==> src/rtl/bs_pkg.sv <==
// Shared bitstream types and sizing for the concatenator scheduler family.
// Build option BS_CAT_SCHED_ALIGN_EN enables the word-align pad phase.
package bs_pkg;

    localparam int DATA_WD = 32;
    localparam int NUMB_WD = 5;
    localparam int MASK_WD = DATA_WD;

    typedef enum logic [2:0] {
        S_IDLE  = 3'd0,
        S_HDR   = 3'd1,
        S_DAT   = 3'd2,
        S_TAL   = 3'd3,
        S_ALIGN = 3'd4,
        S_DONE  = 3'd5
    } state_t;

endpackage

==> src/rtl/bs_cat_sched_if.sv <==
// Stream control, three requester handshakes and the code output bus.
// Build option BS_CAT_SCHED_ALIGN_EN does not change this interface.
interface bs_cat_sched_if #(
    parameter int DATA_WD = bs_pkg::DATA_WD,
    parameter int NUMB_WD = bs_pkg::NUMB_WD
) ();

    logic               start_i;
    logic               busy_o;
    logic               done_o;

    logic               hdr_val_i;
    logic [DATA_WD-1:0] hdr_dat_i;
    logic [NUMB_WD-1:0] hdr_numb_i;
    logic               hdr_last_i;
    logic               hdr_rdy_o;

    logic               dat_val_i;
    logic [DATA_WD-1:0] dat_dat_i;
    logic [NUMB_WD-1:0] dat_numb_i;
    logic               dat_last_i;
    logic               dat_rdy_o;

    logic               tal_val_i;
    logic [DATA_WD-1:0] tal_dat_i;
    logic [NUMB_WD-1:0] tal_numb_i;
    logic               tal_last_i;
    logic               tal_rdy_o;

    logic               val_o;
    logic [DATA_WD-1:0] dat_o;
    logic [NUMB_WD-1:0] numb_o;
    logic [31:0]        bit_cnt_o;

    modport master (
        output start_i,
        input  busy_o, done_o,
        output hdr_val_i, hdr_dat_i, hdr_numb_i, hdr_last_i,
        input  hdr_rdy_o,
        output dat_val_i, dat_dat_i, dat_numb_i, dat_last_i,
        input  dat_rdy_o,
        output tal_val_i, tal_dat_i, tal_numb_i, tal_last_i,
        input  tal_rdy_o,
        input  val_o, dat_o, numb_o, bit_cnt_o
    );

    modport slave (
        input  start_i,
        output busy_o, done_o,
        input  hdr_val_i, hdr_dat_i, hdr_numb_i, hdr_last_i,
        output hdr_rdy_o,
        input  dat_val_i, dat_dat_i, dat_numb_i, dat_last_i,
        output dat_rdy_o,
        input  tal_val_i, tal_dat_i, tal_numb_i, tal_last_i,
        output tal_rdy_o,
        output val_o, dat_o, numb_o, bit_cnt_o
    );

endinterface

==> src/rtl/bs_len_mask.sv <==
// Code length (length-1 encoding) to right-aligned bit mask.
// Independent of BS_CAT_SCHED_ALIGN_EN.
module bs_len_mask #(
    parameter int MASK_WD = bs_pkg::MASK_WD,
    parameter int NUMB_WD = bs_pkg::NUMB_WD
) (
    input  logic [NUMB_WD-1:0] i_numb,
    output logic [MASK_WD-1:0] o_mask
);

    assign o_mask = {MASK_WD{1'b1}} >> (MASK_WD - 1 - int'(i_numb));

endmodule

==> src/rtl/bs_cat_sched.sv <==
// Header/data/tail code scheduler feeding an OR-based bit concatenator.
// Define BS_CAT_SCHED_ALIGN_EN to pad each stream to a word boundary.
module bs_cat_sched #(
    parameter int DATA_WD = bs_pkg::DATA_WD,
    parameter int NUMB_WD = bs_pkg::NUMB_WD
) (
    input  logic          clk,
    input  logic          rstn,
    bs_cat_sched_if.slave bus
);

    import bs_pkg::*;

    state_t             r_state;
    state_t             w_nxt;
    logic               r_val;
    logic [DATA_WD-1:0] r_dat;
    logic [NUMB_WD-1:0] r_numb;
    logic [31:0]        r_cnt;

    logic               w_sel_val;
    logic [DATA_WD-1:0] w_sel_dat;
    logic [NUMB_WD-1:0] w_sel_numb;
    logic               w_sel_last;
    logic [DATA_WD-1:0] w_mask;
    logic               w_emit;
    logic [DATA_WD-1:0] w_e_dat;
    logic [NUMB_WD-1:0] w_e_numb;

    assign bus.hdr_rdy_o = (r_state == S_HDR);
    assign bus.dat_rdy_o = (r_state == S_DAT);
    assign bus.tal_rdy_o = (r_state == S_TAL);

    always_comb begin
        w_sel_val  = 1'b0;
        w_sel_dat  = '0;
        w_sel_numb = '0;
        w_sel_last = 1'b0;
        unique case (r_state)
            S_HDR: begin
                w_sel_val  = bus.hdr_val_i;
                w_sel_dat  = bus.hdr_dat_i;
                w_sel_numb = bus.hdr_numb_i;
                w_sel_last = bus.hdr_last_i;
            end
            S_DAT: begin
                w_sel_val  = bus.dat_val_i;
                w_sel_dat  = bus.dat_dat_i;
                w_sel_numb = bus.dat_numb_i;
                w_sel_last = bus.dat_last_i;
            end
            S_TAL: begin
                w_sel_val  = bus.tal_val_i;
                w_sel_dat  = bus.tal_dat_i;
                w_sel_numb = bus.tal_numb_i;
                w_sel_last = bus.tal_last_i;
            end
            default: ;
        endcase
    end

    bs_len_mask #(
        .MASK_WD (DATA_WD),
        .NUMB_WD (NUMB_WD)
    ) u_mask (
        .i_numb (w_sel_numb),
        .o_mask (w_mask)
    );

`ifdef BS_CAT_SCHED_ALIGN_EN
    // Mirrors the concatenator fill level so the pad closes the word exactly
    logic [NUMB_WD-1:0] r_ptr;
    logic               w_pad;
    logic [NUMB_WD-1:0] w_pad_numb;

    assign w_pad      = (r_state == S_ALIGN) && (r_ptr != '0);
    assign w_pad_numb = NUMB_WD'(DATA_WD - 1) - r_ptr;
    assign w_emit     = w_sel_val | w_pad;
    assign w_e_dat    = w_pad ? '0 : (w_sel_dat & w_mask);
    assign w_e_numb   = w_pad ? w_pad_numb : w_sel_numb;

    always_ff @(posedge clk or posedge rstn) begin
        if (rstn) begin
            r_ptr <= '0;
        end else if (w_emit) begin
            r_ptr <= r_ptr + w_e_numb + NUMB_WD'(1);
        end
    end
`else
    assign w_emit   = w_sel_val;
    assign w_e_dat  = w_sel_dat & w_mask;
    assign w_e_numb = w_sel_numb;
`endif

    always_comb begin
        w_nxt = r_state;
        unique case (r_state)
            S_IDLE:  if (bus.start_i) w_nxt = S_HDR;
            S_HDR:   if (w_sel_val && w_sel_last) w_nxt = S_DAT;
            S_DAT:   if (w_sel_val && w_sel_last) w_nxt = S_TAL;
`ifdef BS_CAT_SCHED_ALIGN_EN
            S_TAL:   if (w_sel_val && w_sel_last) w_nxt = S_ALIGN;
            S_ALIGN: w_nxt = S_DONE;
`else
            S_TAL:   if (w_sel_val && w_sel_last) w_nxt = S_DONE;
`endif
            // Hold off done until the final beat has been presented
            S_DONE:  if (!r_val) w_nxt = S_IDLE;
            default: w_nxt = S_IDLE;
        endcase
    end

    always_ff @(posedge clk or posedge rstn) begin
        if (rstn) begin
            r_state <= S_IDLE;
            r_val   <= 1'b0;
            r_dat   <= '0;
            r_numb  <= '0;
            r_cnt   <= '0;
        end else begin
            r_state <= w_nxt;
            r_val   <= w_emit;
            if (w_emit) begin
                r_dat  <= w_e_dat;
                r_numb <= w_e_numb;
            end
            if ((r_state == S_IDLE) && bus.start_i) begin
                r_cnt <= '0;
            end else if (w_emit) begin
                r_cnt <= r_cnt + 32'(w_e_numb) + 32'd1;
            end
        end
    end

    assign bus.val_o     = r_val;
    assign bus.dat_o     = r_dat;
    assign bus.numb_o    = r_numb;
    assign bus.bit_cnt_o = r_cnt;
    assign bus.busy_o    = (r_state != S_IDLE);
    assign bus.done_o    = (r_state == S_DONE) && !r_val;

endmodule

==> src/flat_wrapper.sv <==
// flat-port wrapper written by rule: the top's interface ports become plain ports
module bs_cat_sched_flat import bs_pkg::*;
#(
    parameter int DATA_WD = bs_pkg::DATA_WD,
    parameter int NUMB_WD = bs_pkg::NUMB_WD
)
  (clk, rstn, bus_start_i, bus_busy_o, bus_done_o, bus_hdr_val_i, bus_hdr_dat_i, bus_hdr_numb_i, bus_hdr_last_i, bus_hdr_rdy_o, bus_dat_val_i, bus_dat_dat_i, bus_dat_numb_i, bus_dat_last_i, bus_dat_rdy_o, bus_tal_val_i, bus_tal_dat_i, bus_tal_numb_i, bus_tal_last_i, bus_tal_rdy_o, bus_val_o, bus_dat_o, bus_numb_o, bus_bit_cnt_o);
  bs_cat_sched_if #(.DATA_WD(DATA_WD), .NUMB_WD(NUMB_WD)) bus_i ();
  input  logic clk;
  input  logic rstn;
  input wire logic [$bits(bus_i.start_i)-1:0] bus_start_i;
  output wire logic [$bits(bus_i.busy_o)-1:0] bus_busy_o;
  output wire logic [$bits(bus_i.done_o)-1:0] bus_done_o;
  input wire logic [$bits(bus_i.hdr_val_i)-1:0] bus_hdr_val_i;
  input wire logic [$bits(bus_i.hdr_dat_i)-1:0] bus_hdr_dat_i;
  input wire logic [$bits(bus_i.hdr_numb_i)-1:0] bus_hdr_numb_i;
  input wire logic [$bits(bus_i.hdr_last_i)-1:0] bus_hdr_last_i;
  output wire logic [$bits(bus_i.hdr_rdy_o)-1:0] bus_hdr_rdy_o;
  input wire logic [$bits(bus_i.dat_val_i)-1:0] bus_dat_val_i;
  input wire logic [$bits(bus_i.dat_dat_i)-1:0] bus_dat_dat_i;
  input wire logic [$bits(bus_i.dat_numb_i)-1:0] bus_dat_numb_i;
  input wire logic [$bits(bus_i.dat_last_i)-1:0] bus_dat_last_i;
  output wire logic [$bits(bus_i.dat_rdy_o)-1:0] bus_dat_rdy_o;
  input wire logic [$bits(bus_i.tal_val_i)-1:0] bus_tal_val_i;
  input wire logic [$bits(bus_i.tal_dat_i)-1:0] bus_tal_dat_i;
  input wire logic [$bits(bus_i.tal_numb_i)-1:0] bus_tal_numb_i;
  input wire logic [$bits(bus_i.tal_last_i)-1:0] bus_tal_last_i;
  output wire logic [$bits(bus_i.tal_rdy_o)-1:0] bus_tal_rdy_o;
  output wire logic [$bits(bus_i.val_o)-1:0] bus_val_o;
  output wire logic [$bits(bus_i.dat_o)-1:0] bus_dat_o;
  output wire logic [$bits(bus_i.numb_o)-1:0] bus_numb_o;
  output wire logic [$bits(bus_i.bit_cnt_o)-1:0] bus_bit_cnt_o;
  assign bus_i.start_i = bus_start_i;
  assign bus_busy_o = bus_i.busy_o;
  assign bus_done_o = bus_i.done_o;
  assign bus_i.hdr_val_i = bus_hdr_val_i;
  assign bus_i.hdr_dat_i = bus_hdr_dat_i;
  assign bus_i.hdr_numb_i = bus_hdr_numb_i;
  assign bus_i.hdr_last_i = bus_hdr_last_i;
  assign bus_hdr_rdy_o = bus_i.hdr_rdy_o;
  assign bus_i.dat_val_i = bus_dat_val_i;
  assign bus_i.dat_dat_i = bus_dat_dat_i;
  assign bus_i.dat_numb_i = bus_dat_numb_i;
  assign bus_i.dat_last_i = bus_dat_last_i;
  assign bus_dat_rdy_o = bus_i.dat_rdy_o;
  assign bus_i.tal_val_i = bus_tal_val_i;
  assign bus_i.tal_dat_i = bus_tal_dat_i;
  assign bus_i.tal_numb_i = bus_tal_numb_i;
  assign bus_i.tal_last_i = bus_tal_last_i;
  assign bus_tal_rdy_o = bus_i.tal_rdy_o;
  assign bus_val_o = bus_i.val_o;
  assign bus_dat_o = bus_i.dat_o;
  assign bus_numb_o = bus_i.numb_o;
  assign bus_bit_cnt_o = bus_i.bit_cnt_o;
  bs_cat_sched #(.DATA_WD(DATA_WD), .NUMB_WD(NUMB_WD)) u_core (.clk(clk), .rstn(rstn), .bus(bus_i));
endmodule
==> config.mk <==
export PLATFORM = sky130hd
export DESIGN_NAME = bs_cat_sched_flat
export DESIGN_NICKNAME = d
export VERILOG_FILES = /design/src/rtl/bs_pkg.sv /design/src/rtl/bs_cat_sched_if.sv /design/src/rtl/bs_len_mask.sv /design/src/rtl/bs_cat_sched.sv /design/src/flat_wrapper.sv
export SDC_FILE = /design/constraint.sdc
export NUM_CORES = 1
export LEC_CHECK = 0
export ABC_AREA = 1
export CORE_UTILIZATION = 40
export CTS_CLUSTER_DIAMETER = 30
export DETAILED_ROUTE_END_ITERATION = 6
export HOLD_SLACK_MARGIN = 0.02
export PLACE_DENSITY = 0.82
export RECOVER_POWER = 25
export SYNTH_ARGS = -nofsm -noshare
export SYNTH_HDL_FRONTEND = slang
export SYNTH_SLANG_ARGS = --single-unit
==> constraint.sdc <==
create_clock -name clk -period 2.5 [get_ports clk]
set_input_delay 0.75 -clock clk [delete_from_list [all_inputs] [get_ports clk]]
set_output_delay 0.75 -clock clk [all_outputs]
set_load 0.02 [all_outputs]
==> results.json, run 1 <==
{
  "cp-start-kind": "register",
  "critPathKind": "reg -> out",
  "crit_chain": "nor2_4 > nand2_1 > clkdlybuf4s50_1",
  "grt_pass1_wl_um": 28200,
  "antenna_found_initial": 1,
  "grt_max_degree": 47,
  "setup_ws_ns": 0.0459,
  "ys_types": 38,
  "ys_top_cells_by_area": "dfrtp_1 (37%), nand2_1 (23%), nor2_1 (6.4%), nand3_1 (6.0%), inv_1 (4.4%)",
  "worst_slew_pin_slew_ns": 1.19,
  "gp_congestion": 0.956,
  "maxCapViolCount": 0,
  "min_period_ns": 2.45,
  "core_area_mm2": 0.0117,
  "vias_per_cell": 5.26,
  "slew_viol_final": 0,
  "cts.path.max_buffers": 2,
  "fin_crit_sh": 0.982,
  "synth_edf_count": 0,
  "fillerInstances": 991,
  "async_flop_share": 1.00,
  "ys_ff_latch": 73,
  "leakage_uw": 0.00364,
  "crit_arrival_ns": 1.70,
  "cpMaxStageDelayCell": "clkdlybuf4s50_1",
  "status": "complete, no violations",
  "holdCritPathClass": "reg -> reg",
  "crit_path_end_kind": "output pin",
  "grt_pass1_vias": 5465,
  "insertion_delay_ns": 0.34,
  "synth_cells": 734,
  "drive_gt1_frac": 0.132,
  "cts-buffers-inserted": 9,
  "dieWidth_um": 112,
  "die_y_um": 112,
  "portBuffers": 194,
  "cts_tree": "done",
  "via_count": 5855,
  "yosysSeqAreaShare": 0.375,
  "synth_top_area_frac": 0.375,
  "setup_viol": 0,
  "io_pins": 195,
  "synth.most_common_cell": "nand2_1",
  "first_pass_iters": 6,
  "multi_input_area_mm2": 0.00279,
  "dp_hpwl_um": 13800,
  "fmaxAchievable_mhz": 407,
  "htree_levels": 3,
  "syn_to_final_growth_pct": 57.4,
  "synth-main-ff-cell": "dfrtp_1",
  "power_density_mw_per_mm2": 1100,
  "drc_errors": 0,
  "grt_usage": 0.286,
  "cts_sinks": 73,
  "rsz0062_at_grt": "true",
  "finalNetCount": 1091,
  "post-synth-top-area-cell": "dfrtp_1",
  "synth_common_cells": "nand2_1 (298), nor2_1 (83), dfrtp_1 (73)",
  "reg2reg_depth": 18,
  "seq_area_mm2": 0.00183,
  "clkSlewWorstSetupHoldPaths_ns": 0.06,
  "ant_nets": 0,
  "required_ns": 1.75,
  "crit_path_max_fanout": 7,
  "cts_hold_buf": 0,
  "relSlewSlack": 0.205,
  "finalClockSkew_ns": 0.00822,
  "design_area_mm2": 0.00767,
  "wl_um": 18500,
  "placed_cell_area_mm2": 0.00718,
  "wl_per_cell_um": 16.6,
  "start_util": 0.418,
  "dieArea_mm2": 0.0126,
  "hold_depth": 2,
  "rows": 39,
  "syn-cell-area_mm2": 0.00487,
  "irDropWorstVdd_v": 0.000553,
  "syn_area_per_cell_um2": 6.64,
  "syn_nets": 861,
  "yosysWarnings": 0,
  "fin_setup_tns_ns": 0,
  "dp_slack_ns": -0.450,
  "slowest_delay_ns": 0.56,
  "final_hold_viol_count": 0,
  "gr-total-overflow": 0,
  "root_buffer": "clkbuf_16",
  "drt_iter0_markers": 432
}
cells in the final DEF (no fill, tap or decap), drive strengths merged, types with 2 or more instances in the layout:
| master | instances |
|---|---|
| nand2 | 306 |
| clkdlybuf4s50 | 186 |
| nor2 | 89 |
| dfrtp | 73 |
| inv | 65 |
| nand3 | 63 |
| buf | 47 |
| o21ai | 39 |
| a22oi | 20 |
| nand4 | 16 |
| a21oi | 12 |
| clkbuf | 12 |
| ha | 6 |
| dlygate4sd2 | 4 |
| nor3b | 4 |
| clkinvlp | 4 |
| dlymetal6s2s | 3 |
| nor3 | 3 |
| clkinv | 3 |
| xor2 | 2 |
| and2 | 2 |
| nand3b | 2 |
final timing paths:
| check | start | to | slack [ns] |
|---|---|---|---|
| min in group asynchronous | rstn | u_core.bus.dat_o[12] | 0.73 |
| max in group asynchronous | rstn | u_core.r_state[2] | 0.35 |
| worst max-delay path | u_core.r_state[0] | bus_busy_o | 0.05 |
| worst min register to register | u_core.bus.dat_o[17] | u_core.bus.dat_o[17] | 0.48 |
| worst min-delay path | u_core.bus.dat_o[17] | u_core.bus.dat_o[17] | 0.48 |
| worst max register to register | u_core.r_state[1] | u_core.bus.bit_cnt_o[25] | 0.08 |
power by group:
part / internal (µW) / switching (µW)
Clock: 674 / 534
Combinational: 2210 / 3250
Sequential: 1470 / 259
Total: 4360 / 4050
per-stage QoR:
step,hold WS (ns),util,std cells,total power (µW)
after global routing,0.501,0.658,1113,8910
after CTS,0.482,0.642,1102,8010
after floorplan,0.581,-,734,4690
after detailed placement,0.465,0.616,1086,6760
final,0.477,0.658,1113,8410
after global placement,0.464,0.616,1086,6680
layer usage:
layer,share of wire,GRT usage
met1,0.40,0.349
met2,0.49,0.493
met3,0.072,0.0556
met4,0.035,0.127
met5,0,0
logic make-up (layout without fill, tap and decap cells):
group / after synthesis / count (layout) / share of synthesized area
other: 0 / 1 / 0
adder cells (fa/ha/maj): 7 / 7 / 0.0195
AO/OA/AOI/OAI: 75 / 75 / 0.0919
flip-flops: 73 / 73 / 0.375
XOR/XNOR: 3 / 3 / 0.00539
AND/OR/NAND/NOR: 486 / 486 / 0.425
buffers and inverters: 90 / 325 / 0.0834
registers in the layout, indices dropped and copies added, names as in the netlist:
register	cells
u_core.bus.bit_cnt_o	32
u_core.bus.dat_o	32
u_core.bus.numb_o	5
u_core.bus.val_o	1
u_core.r_state	3
worst max-delay path, delay by kind of cell, from the launching register on:
| family | cells | cell delay, ns |
|---|---|---|
| buffers and inverters | 1 | 0.56 |
| flip-flops | 1 | 0.46 |
| AND/OR/NAND/NOR | 2 | 0.36 |
layout make-up:
class	instances	share of cell area
Inverter	66	0.0344
Clock inverter	6	0.00587
Clock buffer	10	0.0299
Tap cell	143	0.0233
Antenna cell	1	0.000326
Sequential cell	73	0.239
Multi-Input combinational cell	571	0.363
Timing Repair Buffer	243	0.304
what timing repair did:
item                       CTS  global route
setup endpoints to repair   16            27
resized for setup           17            33
setup buffers                0            10
pin swaps                    0            15
Power figures use the tool's default switching activity.
==> inputs of run 2 (changes only) <==
--- a/config.mk
+++ b/config.mk
@@ -9,9 +9,12 @@
 export CORE_UTILIZATION = 40
 export CTS_CLUSTER_DIAMETER = 30
 export DETAILED_ROUTE_END_ITERATION = 6
+export GPL_ROUTABILITY_DRIVEN = 1
 export HOLD_SLACK_MARGIN = 0.02
+export MAX_ROUTING_LAYER = met4
 export PLACE_DENSITY = 0.82
 export RECOVER_POWER = 25
+export SLEW_MARGIN = 20
 export SYNTH_ARGS = -nofsm -noshare
 export SYNTH_HDL_FRONTEND = slang
 export SYNTH_SLANG_ARGS = --single-unit
==> run 2 against run 1 <==
- non-clock buffer count shrank 4
- die area did not move
- highest routed layer unchanged
- clock skew increased by 0.0044 ns
- utilization up 0.075 points
- total power about the same
- hold slack improved by 0.0040 ns
- global-route usage increased by 1.1 points
- largest power group unchanged
- wire length is essentially flat
- final area increased by 0.11%
==> results.json, run 2 (synthesis results as in run 1) <==
{
  "power_density_mw_per_mm2": 1100,
  "placed_cell_area_mm2": 0.00717,
  "wl_per_cell_um": 16.7,
  "fillerInstances": 996,
  "cts_hold_buf": 0,
  "core_area_mm2": 0.0117,
  "antenna_found_initial": 1,
  "dp_hpwl_um": 13800,
  "min_period_ns": 2.44,
  "layout_commonest_cell": "nand2_1",
  "gp_congestion": 0.928,
  "cts-buffers-inserted": 9,
  "wl_um": 18500,
  "dieWidth_um": 112,
  "grt_pass1_vias": 5524,
  "setup_viol": 0,
  "final_cells": 1109,
  "drc_errors": 0,
  "die_y_um": 112,
  "crit_path_end_kind": "output pin",
  "design_area_mm2": 0.00768,
  "slew_viol_final": 0,
  "cp-start-kind": "register",
  "status": "complete, no violations",
  "crit_path_max_fanout": 7,
  "irDropWorstVdd_v": 0.000427,
  "via_count": 5902,
  "rows": 39,
  "final_hold_viol_count": 0,
  "fmaxAchievable_mhz": 409,
  "dp.cells": 1087,
  "finalNetCount": 1087,
  "first_pass_iters": 5,
  "grt_usage": 0.297,
  "gr-total-overflow": 0,
  "leakage_uw": 0.00364,
  "maxCapViolCount": 0,
  "grt_pass1_wl_um": 28400,
  "fin_crit_sh": 0.977,
  "dieArea_mm2": 0.0126,
  "finalClockSkew_ns": 0.0126,
  "cts_tree": "done",
  "start_util": 0.418,
  "drive_gt1_frac": 0.140,
  "required_ns": 1.75,
  "drt_iter0_markers": 503,
  "htree_levels": 3,
  "worst_slew_pin_slew_ns": 0.829,
  "cts.path.max_buffers": 2,
  "mostFrequentLayoutCells": "nand2_1 (283), clkdlybuf4s50_1 (185), nor2_1 (76)",
  "vias_per_cell": 5.32,
  "crit_arrival_ns": 1.69,
  "clkSlewWorstSetupHoldPaths_ns": 0.07,
  "cts_sinks": 73,
  "io_pins": 195,
  "root_buffer": "clkbuf_16",
  "ant_nets": 0,
  "critPathKind": "reg -> out",
  "syn_to_final_growth_pct": 57.5,
  "holdCritPathClass": "reg -> reg",
  "grt_max_degree": 42,
  "relSlewSlack": 0.444,
  "insertion_delay_ns": 0.34,
  "portBuffers": 194
}
-- run 2: cell types whose count changed in the layout (fill, tap and decap cells not counted), moves of 3 or more --
cell / delta
nand2_1: -5
inv_6: +3
nand2_2: +3
o21ai_0: -3
inv_1: -3
inv_2: +3
o21ai_1: +4
buf_4: -3
-- run 2: per-stage QoR --
stage | total power, µW | setup slack [ns] | utilization | hold WS, ns | TNS, ns
final | 8410 | 0.0566 | 0.658 | 0.481 | 0
after global routing | 8940 | -0.0241 | 0.658 | 0.492 | -0.0509
after CTS | 8010 | 0.00729 | 0.644 | 0.484 | 0
after detailed placement | 6670 | -0.478 | 0.615 | 0.467 | -9.93
after global placement | 6600 | -0.374 | 0.615 | 0.462 | -8.05
after floorplan | 4690 | 0.102 | - | 0.581 | 0
-- run 2: worst max-delay path: stages, from the launching register on --
cell	delay, ns
dfrtp_2	0.47
nor2_4	0.21
nand2_1	0.12
clkdlybuf4s50_1	0.56
-- run 2: timing repair --
action	in CTS	in global routing
pin swaps	0	20
endpoints found under the setup margin	21	27
gates resized for setup	20	51
setup buffers	0	5
-- run 2: area by class of cell --
cell class | instances | area, µm² | area share
Inverter | 66 | 267 | 0.0347
Clock inverter | 7 | 61.3 | 0.00799
Tap cell | 143 | 179 | 0.0233
Timing Repair Buffer | 239 | 2280 | 0.297
Antenna cell | 1 | 2.50 | 0.000326
Sequential cell | 73 | 1830 | 0.238
Clock buffer | 9 | 225 | 0.0293
Multi-Input combinational cell | 571 | 2830 | 0.368
-- run 2: worst paths after layout --
kind	startpoint	endpoint	slack, ns	cells past startpoint
worst min-delay path	u_core.bus.dat_o[26]	u_core.bus.dat_o[26]	0.48	2
min in group asynchronous	rstn	u_core.bus.bit_cnt_o[3]	0.99	2
worst max register to register	u_core.r_state[0]	u_core.bus.bit_cnt_o[14]	0.10	17
worst min register to register	u_core.bus.dat_o[26]	u_core.bus.dat_o[26]	0.48	2
max in group asynchronous	rstn	u_core.bus.bit_cnt_o[16]	0.36	3
worst max-delay path	u_core.r_state[0]	bus_busy_o	0.06	3
-- run 2: power by group --
| part | switching [µW] | leakage [µW] | internal (µW) |
|---|---|---|---|
| Clock | 584 | 0.000135 | 692 |
| Combinational | 3260 | 0.00251 | 2140 |
| Sequential | 257 | 0.000986 | 1470 |
-- run 2: metal layers --
metal | routed length [µm] | GRT usage | part of all wire
met5 | 0 | - | 0
met4 | 592 | 0.114 | 0.032
met3 | 1330 | 0.0389 | 0.072
met2 | 9310 | 0.507 | 0.50
met1 | 7300 | 0.358 | 0.39
==> inputs of run 3 (changes only) <==
--- a/config.mk
+++ b/config.mk
@@ -6,13 +6,14 @@
 export NUM_CORES = 1
 export LEC_CHECK = 0
 export ABC_AREA = 1
-export CORE_UTILIZATION = 40
+export CORE_UTILIZATION = 58
 export CTS_CLUSTER_DIAMETER = 30
 export DETAILED_ROUTE_END_ITERATION = 6
+export DONT_BUFFER_PORTS = 1
 export GPL_ROUTABILITY_DRIVEN = 1
 export HOLD_SLACK_MARGIN = 0.02
 export MAX_ROUTING_LAYER = met4
-export PLACE_DENSITY = 0.82
+export PLACE_DENSITY = 0.8
 export RECOVER_POWER = 25
 export SLEW_MARGIN = 20
 export SYNTH_ARGS = -nofsm -noshare
==> run 3 against run 2 <==
- register-to-register slack better by 0.06 ns
- sequential share of layout area is 9.9 points higher
- final cell count shrank 22%
- wire length fell by 18%
- sequential power up 18%
- total power decreased by 16%
- clock skew down 0.0023 ns
- non-clock buffer count down 207
==> results.json, run 3 (synthesis results as in run 1) <==
{
  "n_antenna_cell": 0,
  "cts-buffers-inserted": 9,
  "leakage_uw": 0.00277,
  "clkSlewWorstSetupHoldPaths_ns": 0.09,
  "ant_nets": 0,
  "status": "complete, no violations",
  "slowest_delay_ns": 0.47,
  "irDropWorstVdd_v": 0.000606,
  "rsz0062_at_grt": "true",
  "reg2reg_to": "u_core.bus.bit_cnt_o[16]",
  "start_util": 0.596,
  "design_area_mm2": 0.00542,
  "critPathKind": "reg -> out",
  "final_hold_viol_count": 0,
  "finalNetCount": 880,
  "grt_pass1_vias": 4672,
  "cts_hold_buf": 0,
  "path_buf_inv": 3,
  "fin_setup_tns_ns": 0,
  "first_pass_iters": 5,
  "syn_to_final_growth_pct": 11.2,
  "dp_hpwl_um": 11600,
  "required_ns": 1.75,
  "reg2reg_slack_ns": 0.16,
  "reg2reg_depth": 16,
  "cp-start-kind": "register",
  "finalClockSkew_ns": 0.0102,
  "maxCapViolCount": 0,
  "drive_gt1_frac": 0.124,
  "min_period_ns": 2.39,
  "worst_slew_pin_slew_ns": 1.09,
  "layout_commonest_cell": "nand2_1",
  "holdCritPathClass": "in -> async",
  "antenna_found_initial": 0,
  "via_count": 5067,
  "drt_iter0_markers": 368,
  "slew_viol_final": 0,
  "gr-total-overflow": 0,
  "core_area_mm2": 0.00818,
  "crit_arrival_ns": 1.64,
  "power_density_mw_per_mm2": 1310,
  "grt_usage": 0.357,
  "cts_tree": "done",
  "die_y_um": 93.7,
  "root_buffer": "clkbuf_8",
  "wl_per_cell_um": 17.6,
  "setup_ws_ns": 0.112,
  "placed_cell_area_mm2": 0.00507,
  "io_pins": 195,
  "cts_sinks": 73,
  "setup_viol": 0,
  "cpMaxStageDelayCell": "dfrtp_2",
  "crit_path_end_kind": "output pin",
  "whs_ns": 0.468,
  "crit_chain": "clkinv_4 > nand2_2 > nor2_4 > buf_4 > buf_4",
  "relSlewSlack": 0.268,
  "dieWidth_um": 93.7,
  "critical-path-top-delay-family": "buffers and inverters",
  "grt_max_degree": 36,
  "wl_um": 15200,
  "vias_per_cell": 5.87,
  "dieArea_mm2": 0.00877,
  "dp_slack_ns": -0.0380,
  "insertion_delay_ns": 0.36,
  "portBuffers": 0,
  "fmaxAchievable_mhz": 419,
  "crit_path_max_fanout": 34,
  "gp_congestion": 1.01,
  "cts.path.max_buffers": 2,
  "htree_levels": 3,
  "mostFrequentLayoutCells": "nand2_1 (293), nor2_1 (80), dfrtp_1 (70)",
  "rows": 33,
  "fin_crit_sh": 0.955,
  "grt_pass1_wl_um": 23400,
  "drc_errors": 0,
  "reg2reg_from": "u_core.r_state[2]",
  "crit_top_cell": "buf_4"
}
run 3: cell types whose count changed in the layout (fill, tap and decap cells not counted), sizes merged:
| cell | delta |
|---|---|
| clkdlybuf4s50 | -185 |
| buf | -13 |
| dlygate4sd2 | -4 |
| dlymetal6s2s | -4 |
| bufinv | +3 |
| inv | -3 |
| clkinvlp | -1 |
| diode | -1 |
| dlygate4sd3 | -1 |
| dlymetal6s4s | +1 |
run 3: repair_timing:
action / in CTS / in global routing
gates resized for setup: 0 / 24
setup buffers: 0 / 6
setup endpoints to repair: 0 / 25
run 3: worst max path at each step:
stage / start / end / cells after the start
after floorplan: bus_dat_numb_i[0] / u_core.bus.bit_cnt_o[8] / 14
after global placement: bus_tal_numb_i[4] / u_core.bus.bit_cnt_o[16] / 15
after detailed placement: bus_tal_numb_i[4] / u_core.bus.bit_cnt_o[28] / 13
after CTS: u_core.r_state[2] / u_core.bus.bit_cnt_o[28] / 17
after global routing: u_core.r_state[2] / u_core.bus.bit_cnt_o[16] / 16
final: u_core.r_state[1] / bus_hdr_rdy_o / 5
run 3: layout make-up:
cell class,instances,area [µm²]
Fill cell,763,2760
Multi-Input combinational cell,571,2710
Sequential cell,73,1830
Inverter,66,262
Timing Repair Buffer,32,241
Tap cell,105,131
Clock buffer,10,128
Clock inverter,6,115
run 3: per-layer routing:
metal  part of all wire  up-vias  track usage
met5                  0        -            -
met4              0.037        0        0.133
met3              0.082       55       0.0858
met2               0.47      249        0.572
met1               0.41     2374        0.439
li1                   -     2389            -
run 3: per-stage QoR:
stage | std cells | utilization | power (µW)
after floorplan | 734 | - | 4690
after global placement | 841 | 0.620 | 5630
after detailed placement | 841 | 0.620 | 5730
after CTS | 857 | 0.650 | 6880
after global routing | 863 | 0.663 | 7610
final | 863 | 0.663 | 7100
run 3: worst register-to-register path: stages, from the launching register on:
cell,delay [ns]
dfrtp_2,0.44
inv_4,0.08
nand3_1,0.12
nor2_1,0.08
nor2_2,0.12
o21ai_4,0.09
ha_1,0.36
nand2_1,0.11
nor2_1,0.20
nand3_1,0.12
o21ai_2,0.10
nand2_1,0.07
inv_1,0.10
nand2_1,0.07
nand2_1,0.07
inv_1,0.04
nor2_1,0.11
run 3: power by group:
part | switching, µW | internal, µW | leakage, µW
Sequential | 582 | 1470 | 0.000986
Combinational | 2600 | 1300 | 0.00166
Clock | 483 | 669 | 0.000117
Total | 3670 | 3430 | 0.00277
